### config.mk
export PLATFORM = sky130hd
export DESIGN_NAME = pipeline_hazard_ctrl
export DESIGN_NICKNAME = d
export VERILOG_FILES = /design/src/rtl/pipeline_hazard_ctrl.sv
export SDC_FILE = /design/constraint.sdc
export NUM_CORES = 1
export LEC_CHECK = 0
export CAP_MARGIN = 25
export CELL_PAD_IN_SITES_DETAIL_PLACEMENT = 1
export CELL_PAD_IN_SITES_GLOBAL_PLACEMENT = 2
export CORE_AREA = 2 2 39 41
export DETAILED_ROUTE_END_ITERATION = 6
export DIE_AREA = 0 0 41 43
export DONT_BUFFER_PORTS = 1
export PLACE_DENSITY = 0.44
export SYNTH_ARGS = -nofsm -noshare
export SYNTH_HDL_FRONTEND = slang
export SYNTH_SLANG_ARGS = --single-unit
export TNS_END_PERCENT = 10
### constraint.sdc
create_clock -name clk -period 3.3 [get_ports clk]
set_input_delay 0.495 -clock clk [delete_from_list [all_inputs] [get_ports clk]]
set_output_delay 0.495 -clock clk [all_outputs]
set_load 0.02 [all_outputs]
### src/rtl/pipeline_hazard_ctrl.sv
// rtl/pipeline_hazard_ctrl.sv - front-end hazard sequencer for the 5-stage pipeline
//
// Purpose:
//   Drives the PC write enable, the IF/ID write enable and flush, and the ID/EX bubble.
//   It stalls on load-use hazards and squashes wrong-path fetches after a taken branch
//   that was resolved in EX. It also freezes the front end while data memory is busy.
//
// Parameters:
//   REG_ADDR_W   register-file index width
//   FLUSH_CYCLES cycles of IF/ID + ID/EX squash per taken branch (1..4)
//   CNT_W        perf counter width; this parameter exists only when HAZARD_PERF_CNT_EN is defined
//
// Ports:
//   clk, rst                  rising-edge clock; asynchronous active-low reset
//   id_rs, id_rt, id_uses_rt  source registers of the instruction in ID
//   ex_mem_read, ex_rd        load flag and destination register of the instruction in EX
//   ex_branch_taken           branch in EX resolved taken
//   mem_busy                  data memory not ready, so the whole front end holds
//   pc_write_en, ifid_write_en, ifid_flush, idex_bubble, stall_active   control outputs
//   stall_cycles, flush_events  saturating perf counters, present only when HAZARD_PERF_CNT_EN is defined
//
// Configuration macro: HAZARD_PERF_CNT_EN
module pipeline_hazard_ctrl #(
  parameter int REG_ADDR_W   = 5,
  parameter int FLUSH_CYCLES = 1
`ifdef HAZARD_PERF_CNT_EN
  ,
  parameter int CNT_W        = 16
`endif
) (
  input  logic                  clk,
  input  logic                  rst,
  input  logic [REG_ADDR_W-1:0] id_rs,
  input  logic [REG_ADDR_W-1:0] id_rt,
  input  logic                  id_uses_rt,
  input  logic                  ex_mem_read,
  input  logic [REG_ADDR_W-1:0] ex_rd,
  input  logic                  ex_branch_taken,
  input  logic                  mem_busy,
  output logic                  pc_write_en,
  output logic                  ifid_write_en,
  output logic                  ifid_flush,
  output logic                  idex_bubble,
  output logic                  stall_active
`ifdef HAZARD_PERF_CNT_EN
  ,
  output logic [CNT_W-1:0]      stall_cycles,
  output logic [CNT_W-1:0]      flush_events
`endif
);

  localparam logic [1:0] ST_RUN      = 2'd0;
  localparam logic [1:0] ST_FLUSH    = 2'd1;
  localparam logic [1:0] ST_WAIT_MEM = 2'd2;

  // FLUSH holds for fcnt+1 further cycles after the branch cycle itself.
  localparam logic [1:0] FCNT_INIT = (FLUSH_CYCLES > 1) ? 2'(FLUSH_CYCLES - 2) : 2'd0;

  logic [1:0] state, state_nxt;
  logic [1:0] fcnt, fcnt_nxt;
  logic       load_use;

  // r0 is hardwired to zero, so a load that targets r0 never creates a hazard.
  assign load_use = ex_mem_read && (ex_rd != '0) &&
                    ((ex_rd == id_rs) || (id_uses_rt && (ex_rd == id_rt)));

  always_comb begin
    pc_write_en   = 1'b1;
    ifid_write_en = 1'b1;
    ifid_flush    = 1'b0;
    idex_bubble   = 1'b0;
    state_nxt     = state;
    fcnt_nxt      = fcnt;
    if (!rst) begin
      // The outputs are forced while reset is asserted, independent of the clock.
      pc_write_en   = 1'b0;
      ifid_write_en = 1'b0;
      ifid_flush    = 1'b1;
      idex_bubble   = 1'b1;
      state_nxt     = ST_RUN;
      fcnt_nxt      = 2'd0;
    end else if (state == ST_FLUSH) begin
      if (mem_busy) begin
        // The squash is paused: the front end is frozen and fcnt and state are held.
        pc_write_en   = 1'b0;
        ifid_write_en = 1'b0;
      end else begin
        // The wrong path is still in flight, so branch and load-use inputs are ignored.
        ifid_flush  = 1'b1;
        idex_bubble = 1'b1;
        if (fcnt == 2'd0) state_nxt = ST_RUN;
        else              fcnt_nxt  = fcnt - 2'd1;
      end
    end else begin
      // RUN, and WAIT_MEM once memory is ready, share the same evaluation.
      if (mem_busy) begin
        pc_write_en   = 1'b0;
        ifid_write_en = 1'b0;
        state_nxt     = ST_WAIT_MEM;
      end else if (ex_branch_taken) begin
        ifid_flush  = 1'b1;
        idex_bubble = 1'b1;
        if (FLUSH_CYCLES > 1) begin
          state_nxt = ST_FLUSH;
          fcnt_nxt  = FCNT_INIT;
        end else begin
          state_nxt = ST_RUN;
        end
      end else if (load_use) begin
        // A single bubble is enough: the load leaves EX on the next edge.
        pc_write_en   = 1'b0;
        ifid_write_en = 1'b0;
        idex_bubble   = 1'b1;
        state_nxt     = ST_RUN;
      end else begin
        state_nxt = ST_RUN;
      end
    end
  end

  assign stall_active = !pc_write_en || !ifid_write_en || ifid_flush || idex_bubble;

  always_ff @(posedge clk or negedge rst) begin
    if (!rst) begin
      state <= ST_RUN;
      fcnt  <= 2'd0;
    end else begin
      state <= state_nxt;
      fcnt  <= fcnt_nxt;
    end
  end

`ifdef HAZARD_PERF_CNT_EN
  logic flush_accept;

  // A taken branch is accepted only when it is evaluated as RUN and memory is ready.
  assign flush_accept = (state != ST_FLUSH) && !mem_busy && ex_branch_taken;

  always_ff @(posedge clk or negedge rst) begin
    if (!rst) begin
      stall_cycles <= '0;
      flush_events <= '0;
    end else begin
      if (!pc_write_en && (stall_cycles != '1)) stall_cycles <= stall_cycles + 1'b1;
      if (flush_accept && (flush_events != '1)) flush_events <= flush_events + 1'b1;
    end
  end
`endif

endmodule

* Yosys cells after proc, flatten, opt, wreduce, memory -nomap -nowiden
Index checks and enable logic that the tools add are counted.
** Operators by class
- $add $sub $neg :: 1
- $mul :: 0
- Divide/modulo/power cells :: 0
- Magnitude comparators :: 0
- Equality and inequality tests :: 8
- Shifts and indexed selects :: 0
- Multiplexer cells :: 24
- Bitwise logic cells :: 0
- Reduce and logical (&&, ||, !) cells :: 11
** Operator list (number)
- $mux 2 :: 9
- $mux 1 :: 15
- $eq 5x5->1 :: 2
- $reduce_bool 5->1 :: 1
- $ne 2x2->1 const B :: 2
- $logic_and 1x1->1 :: 3
- $logic_or 1x1->1 :: 3
- $ne 3x2->1 const B :: 1
- $ne 3x3->1 const B :: 1
- $reduce_and 3->1 :: 1
- $eq 2x1->1 const B :: 1
- $logic_not 2->1 :: 1
- $ne 2x1->1 const B :: 1
- $reduce_and 2->1 :: 1
- $sub 2x1->2 const B :: 1
- $logic_not 1->1 :: 1
** Word-level totals
- Register bits after elaboration :: 4
- Latch bits :: 0
- Bits in writable memories :: 0
- Memory bits (read-only) :: 0
- Input port bits :: 21
- Output and inout port bits :: 5
- Word-level logic and storage cells :: 46
- Memories :: 0

* Longest topological paths before layout
Gate-level depths: netlist of run 1.
- Depth in word-level cells :: 12
- Depth in mapped cells :: 5
- Gate-level depth less buffers :: 4

* Worst setup path before layout of run 1
No wires, ideal clock.
- Path type :: input-to-output
- Start point :: in ex_rd[3]
- End point :: out pc_write_en
- Arrival :: 1.675 ns
- Data required time :: 2.805 ns
- Path slack :: 1.130 ns
- Stages :: 5
- Path buffers :: 1
- Cell sequence :: xor2_1 -> nor4_2 -> a32oi_1 -> o311a_1 -> buf_4
** Between the ends
- Cells in the longest elaborated chain, start to end :: 9
- Elaborated cells between the ends (all ways) :: 12
- Those cells by class :: eq/ne (2); mux (5); reduce/logical (5)
** RTL lines
- start, declared :: RTL line 37 : input logic [REG_ADDR_W-1:0] ex_rd,
- $eq 5x5->1 :: RTL line 65 : ((ex_rd == id_rs) || (id_uses_rt && (ex_rd == id_rt)));
- $logic_and 1x1->1 :: RTL line 65
- $logic_or 1x1->1 :: RTL line 65
- $logic_and 1x1->1 * :: RTL line 64 : assign load_use = ex_mem_read && (ex_rd != '0) &&
- $mux 1 * (5 in a row)
- end, declared :: RTL line 40 : output logic pc_write_en,
Mark *: on every way between the ends. The rest lies on a longest branch, timed or not.

* Final worst setup path of run 1
- Start point :: in ex_rd[1]
- End point :: out ifid_write_en
** Between the ends
- Cells in the longest elaborated chain, start to end :: 9
- Elaborated cells between the ends (all ways) :: 12
- Those cells by class :: eq/ne (2); mux (5); reduce/logical (5)
** RTL lines
- $eq 5x5->1 :: RTL line 65
- $logic_and 1x1->1 :: RTL line 65
- $logic_or 1x1->1 :: RTL line 65
- $logic_and 1x1->1 * :: RTL line 64
- $mux 1 * :: RTL line 109 : end else if (load_use) begin
- $mux 1 * :: RTL line 100 : end else if (ex_branch_taken) begin
- $mux 1 * :: RTL line 96 : if (mem_busy) begin
- $mux 1 * :: RTL line 82 : end else if (state == ST_FLUSH) begin
- $mux 1 * :: RTL line 74 : if (!rst) begin
- end, declared :: RTL line 41 : output logic ifid_write_en,
Marks and branches as above.

==> results.yml, run 1 <==
run_status:
  status: "complete, no violations"
sta:
  worstMarginPinSlew_ns: 0.7081
  min_period_over_period: 0.6544
  finalCriticalPeriod_ns: 2.159
  setup_ws_ns: 1.141
  fmax_ghz: 0.4631
  relSlewSlack: 0.5229
  setup_viol: 0
  hold_slack_ns: 1.212
  drv_slew: 0
  totalNegativeSetupSlack_ns: 0
  hold_viol_final: 0
  rsz0062_at_grt: "no"
floorplan:
  die_width_um: 41
  chipHeight_um: 43
  design.die.area_sq_mm: 0.001763
  coreArea_sq_mm: 0.001384
  pin_count: 26
  num_rows: 14
  initial_core_util: 0.1320
synth:
  syn_inst: 24
  avgSynthCellArea_sq_um: 7.611
  syn_area_sq_um: 182.7
  synth_xor_area_frac: 0.4795
  synth_area_leaders: "xor2_1 (43%), nor4_2 (6.8%), o311a_1 (5.5%), a32oi_1 (4.8%), o2111ai_1 (4.8%)"
  yosys_warnings: 0
  synth-simple-area-share: 0.1918
  yosysUniqueCellTypes: 15
  synth_mux_area_frac: 0
  synth_top_family_by_area: "XOR/XNOR gates"
  ys_seq_area_frac: 0
  yosysTopAreaCellShare: 0.4315
  synth_adder_area_share: 0
  synth_compound_area_frac: 0.2466
  synth_largest_area_cell: "xor2_1"
  synth_nets: 45
place:
  dp_slack_ns: 1.122
  place_area_sq_um: 195.2
  gp_congestion: 0.5322
  portBuffers: 0
min_path:
  hp-class: "input pin to primary output"
  hold_depth: 1
layout:
  seq_area_sq_um: 0
  layout_commonest_cell: "xor2_1"
  n_antenna_cell: 0
  design.seq.count: 0
  layout-drive-gt1-share: 0.04348
  multi_input_area_sq_um: 167.7
  fin_area_sq_um: 195.2
  nNetsFinal: 46
  layout_common_cells: "xor2_1 (9), inv_1 (2)"
  nFillCells: 170
  syn_to_final_growth_pct: 6.849
  clockBufferCount: 0
global_routing:
  antenna_found_initial: 0
  grt_pass1_wl_um: 676
  grt_pass1_vias: 174
  grt.total_usage: 0.05295
  grt_max_degree: 4
  grt_overflow_total: 0
detailed_routing:
  vias_per_cell: 4.436
  ant_nets: 0
  wl_per_cell_um: 12.67
  vias: 173
  drt_pass1_iterations: 1
  drt-total-wl_um: 494
  drc: 0
  drt_iter0_markers: 0
critical_path:
  path_depth: 3
  critPathBufInv: 0
  crit_path_max_fanout: 3
  crit_family: "compound AO/OA/AOI/OAI gates"
  start_kind: "input pin"
  critical_path_class: "input pin to primary output"
  crit_path_end_kind: "primary output"
  max_stage_delay_ns: 0.52
  crit_required_ns: 2.80
  cpMaxStageDelayCell: "or4_1"
  cp_cell_sequence: "or4_1, o21ai_1, o311a_1"
  arrival_ns: 1.66
power:
  pwr-share-seq: 0
  clock_power_share: 0
  combPwrFrac: 1.000
  power_density_mw_per_mm2: 112.8
  internal_power_w: 0.000009168
  p_leak_nw: 0.06582
  switching_share: 0.5834
  p_sw_w: 0.00001284
  max-vdd-ir-drop_mv: 0.01946
  power_w: 0.00002201
clocking:
  postCtsSetupRepairBufs: 0
  ctsResizeCount: 0
  cts.hold.buffers_added: 0
run:
  maxCapViolCount: 0
cell type report:
type,instances,area share
inverters,2,0.03846
multi-input cells,21,0.8590
well taps,16,0.1026
through the flow:
stage,std cells,utilization
final,39,0.1410
after global routing,39,0.1410
after CTS,39,0.1410
after detailed placement,39,0.1410
after global placement,39,0.1410
after floorplan,24,-
cells by family (layout without fill, tap and decap cells):
group,count (synthesis),after routing
compound gates,6,6
xor+xnor,10,10
buf+inv,3,2
simple gates,5,5
cell usage after synthesis:
cell and number:
xor2_1 9, inv_1 2, a32oi_1 1, buf_4 1, nand2b_1 1, nor2_1 1, nor3_1 1, nor4_2 1
o2111ai_1 1, o21ai_0 1, o21ai_1 1, o21bai_1 1, o311a_1 1, or4_1 1, xnor2_1 1
power groups by stage:
stage | logic, W | registers, W | clock network [W]
6_report | 0.0000220 | 0 | 0
5_1_grt | 0.0000246 | 0 | 0
4_1_cts | 0.0000225 | 0 | 0
3_5_place_dp | 0.0000224 | 0 | 0
3_3_place_gp | 0.0000220 | 0 | 0
2_1_floorplan | 0.0000209 | 0 | 0
metal layers:
layer	track usage	routed length [um]
met3	0.005236	73
met4	0	0
met2	0.1094	288
met5	0	0
met1	0.05380	132
path summary, 6_finish.rpt:
check / start / endpoint / slack, ns
worst max-delay path: ex_rd[1] / ifid_write_en / 1.14
worst min-delay path: rst / stall_active / 1.21
Power figures use the tool's default switching activity.
==> run 2: changes to the inputs <==
==> constraint.sdc (replaced) <==
create_clock -name clk -period 2.01 [get_ports clk]
set_input_delay 0.3015 -clock clk [delete_from_list [all_inputs] [get_ports clk]]
set_output_delay 0.3015 -clock clk [all_outputs]
set_load 0.02 [all_outputs]
==> run 2 against run 1 <==
  * Non-clock buffer count increased by 2
  * Design area is 7.7% higher
  * Combinational power is 80% higher
  * Sequential cell count did not move
  * Hold slack lost 0.41 ns
  * Core utilization increased by 1.1 points
  * Worst setup slack worse by 0.92 ns
  * Critical path depth did not move
  * Largest power group unchanged
  * Via count increased by 3.5%
  * Clock-buffer cell count did not move
==> results.yml, run 2 (synthesized netlist as in run 1, its figures left out) <==
power:
  max-vdd-ir-drop_mv: 0.04663
  power_density_mw_per_mm2: 188.3
  p_leak_nw: 0.07477
  p_sw_w: 0.00002194
  clock_power_share: 0
  internal_power_w: 0.00001764
  combPwrFrac: 1.000
  pwr-share-seq: 0
  switching_share: 0.5543
place:
  dp_slack_ns: 0.1921
  portBuffers: 0
  gp_congestion: 0.5515
floorplan:
  coreArea_sq_mm: 0.001384
  design.die.area_sq_mm: 0.001763
  chipHeight_um: 43
  num_rows: 14
  die_width_um: 41
  initial_core_util: 0.1320
  pin_count: 26
critical_path:
  start_kind: "input pin"
  crit_path_max_fanout: 3
  crit_required_ns: 1.71
  critical_path_class: "input pin to primary output"
  critPathBufInv: 0
  crit_path_end_kind: "primary output"
  max_stage_delay_ns: 0.52
  arrival_ns: 1.49
  cp_cell_sequence: "or4_1, o21ai_1, o311a_1"
  crit_family: "compound AO/OA/AOI/OAI gates"
  cpMaxStageDelayCell: "or4_1"
layout:
  nNetsFinal: 48
  nFillCells: 172
  n_antenna_cell: 0
  layout_commonest_cell: "xor2_1"
  syn_to_final_growth_pct: 15.07
  design.seq.count: 0
  clockBufferCount: 0
  layout_common_cells: "xor2_1 (9), inv_1 (2), buf_4 (2)"
  layout-drive-gt1-share: 0.1200
  seq_area_sq_um: 0
sta:
  worstMarginPinSlew_ns: 0.4308
  hold_slack_ns: 0.8014
  fmax_ghz: 0.5586
  hold_viol_final: 0
  totalNegativeSetupSlack_ns: 0
  finalCriticalPeriod_ns: 1.790
  setup_viol: 0
  setup_ws_ns: 0.2199
  rsz0062_at_grt: "no"
  min_period_over_period: 0.8906
  drv_slew: 0
  relSlewSlack: 0.7122
detailed_routing:
  wl_per_cell_um: 12.83
  vias_per_cell: 4.366
  drt-total-wl_um: 526
  drt_pass1_iterations: 1
  vias: 179
  ant_nets: 0
  drc: 0
  drt_iter0_markers: 0
run:
  maxCapViolCount: 0
run_status:
  status: "complete, no violations"
global_routing:
  grt_max_degree: 4
  grt_pass1_wl_um: 779
  grt_overflow_total: 0
  grt.total_usage: 0.06094
  antenna_found_initial: 0
  grt_pass1_vias: 205
clocking:
  ctsResizeCount: 0
  cts.hold.buffers_added: 0
  postCtsSetupRepairBufs: 0
min_path:
  hp-class: "input pin to primary output"
## run 2: cell types whose count changed in the layout (fill, tap and decap cells not counted), sizes merged
cell / before / now
buf: 0 / 2
## run 2: path summary, 6_finish.rpt
kind	start	endpoint	cells after the start
setup / recovery	ex_rd[1]	ifid_write_en	3
hold / removal	rst	ifid_flush	2
## run 2: stage by stage
stage | cell area [sq um] | cells | utilization | total power (W)
global placement | 210.2 | 41 | 0.1519 | 0.00003915
floorplan | 182.7 | 24 | - | 0.00003430
global route | 210.2 | 41 | 0.1519 | 0.00004398
detailed placement | 210.2 | 41 | 0.1519 | 0.00004025
finish | 210.2 | 41 | 0.1519 | 0.00003958
CTS | 210.2 | 41 | 0.1519 | 0.00004049
## run 2: cell type report
class / count / area, sq um / area share
Inverter: 2 / 7.507 / 0.03571
Multi-Input combinational cell: 21 / 167.7 / 0.7976
Tap cell: 16 / 20.02 / 0.09524
Timing Repair Buffer: 2 / 15.01 / 0.07143
## run 2: power by group through the flow
stage	Combinational [W]	Sequential (W)	Clock [W]
floorplan	0.0000343	0	0
global placement	0.0000391	0	0
detailed placement	0.0000403	0	0
CTS	0.0000405	0	0
global route	0.0000440	0	0
finish	0.0000396	0	0
## run 2: metal layers
metal,part of all wire,GRT usage
met2,0.59,0.1250
met4,0,0
met1,0.28,0.06013
met5,0,0
met3,0.13,0.01047
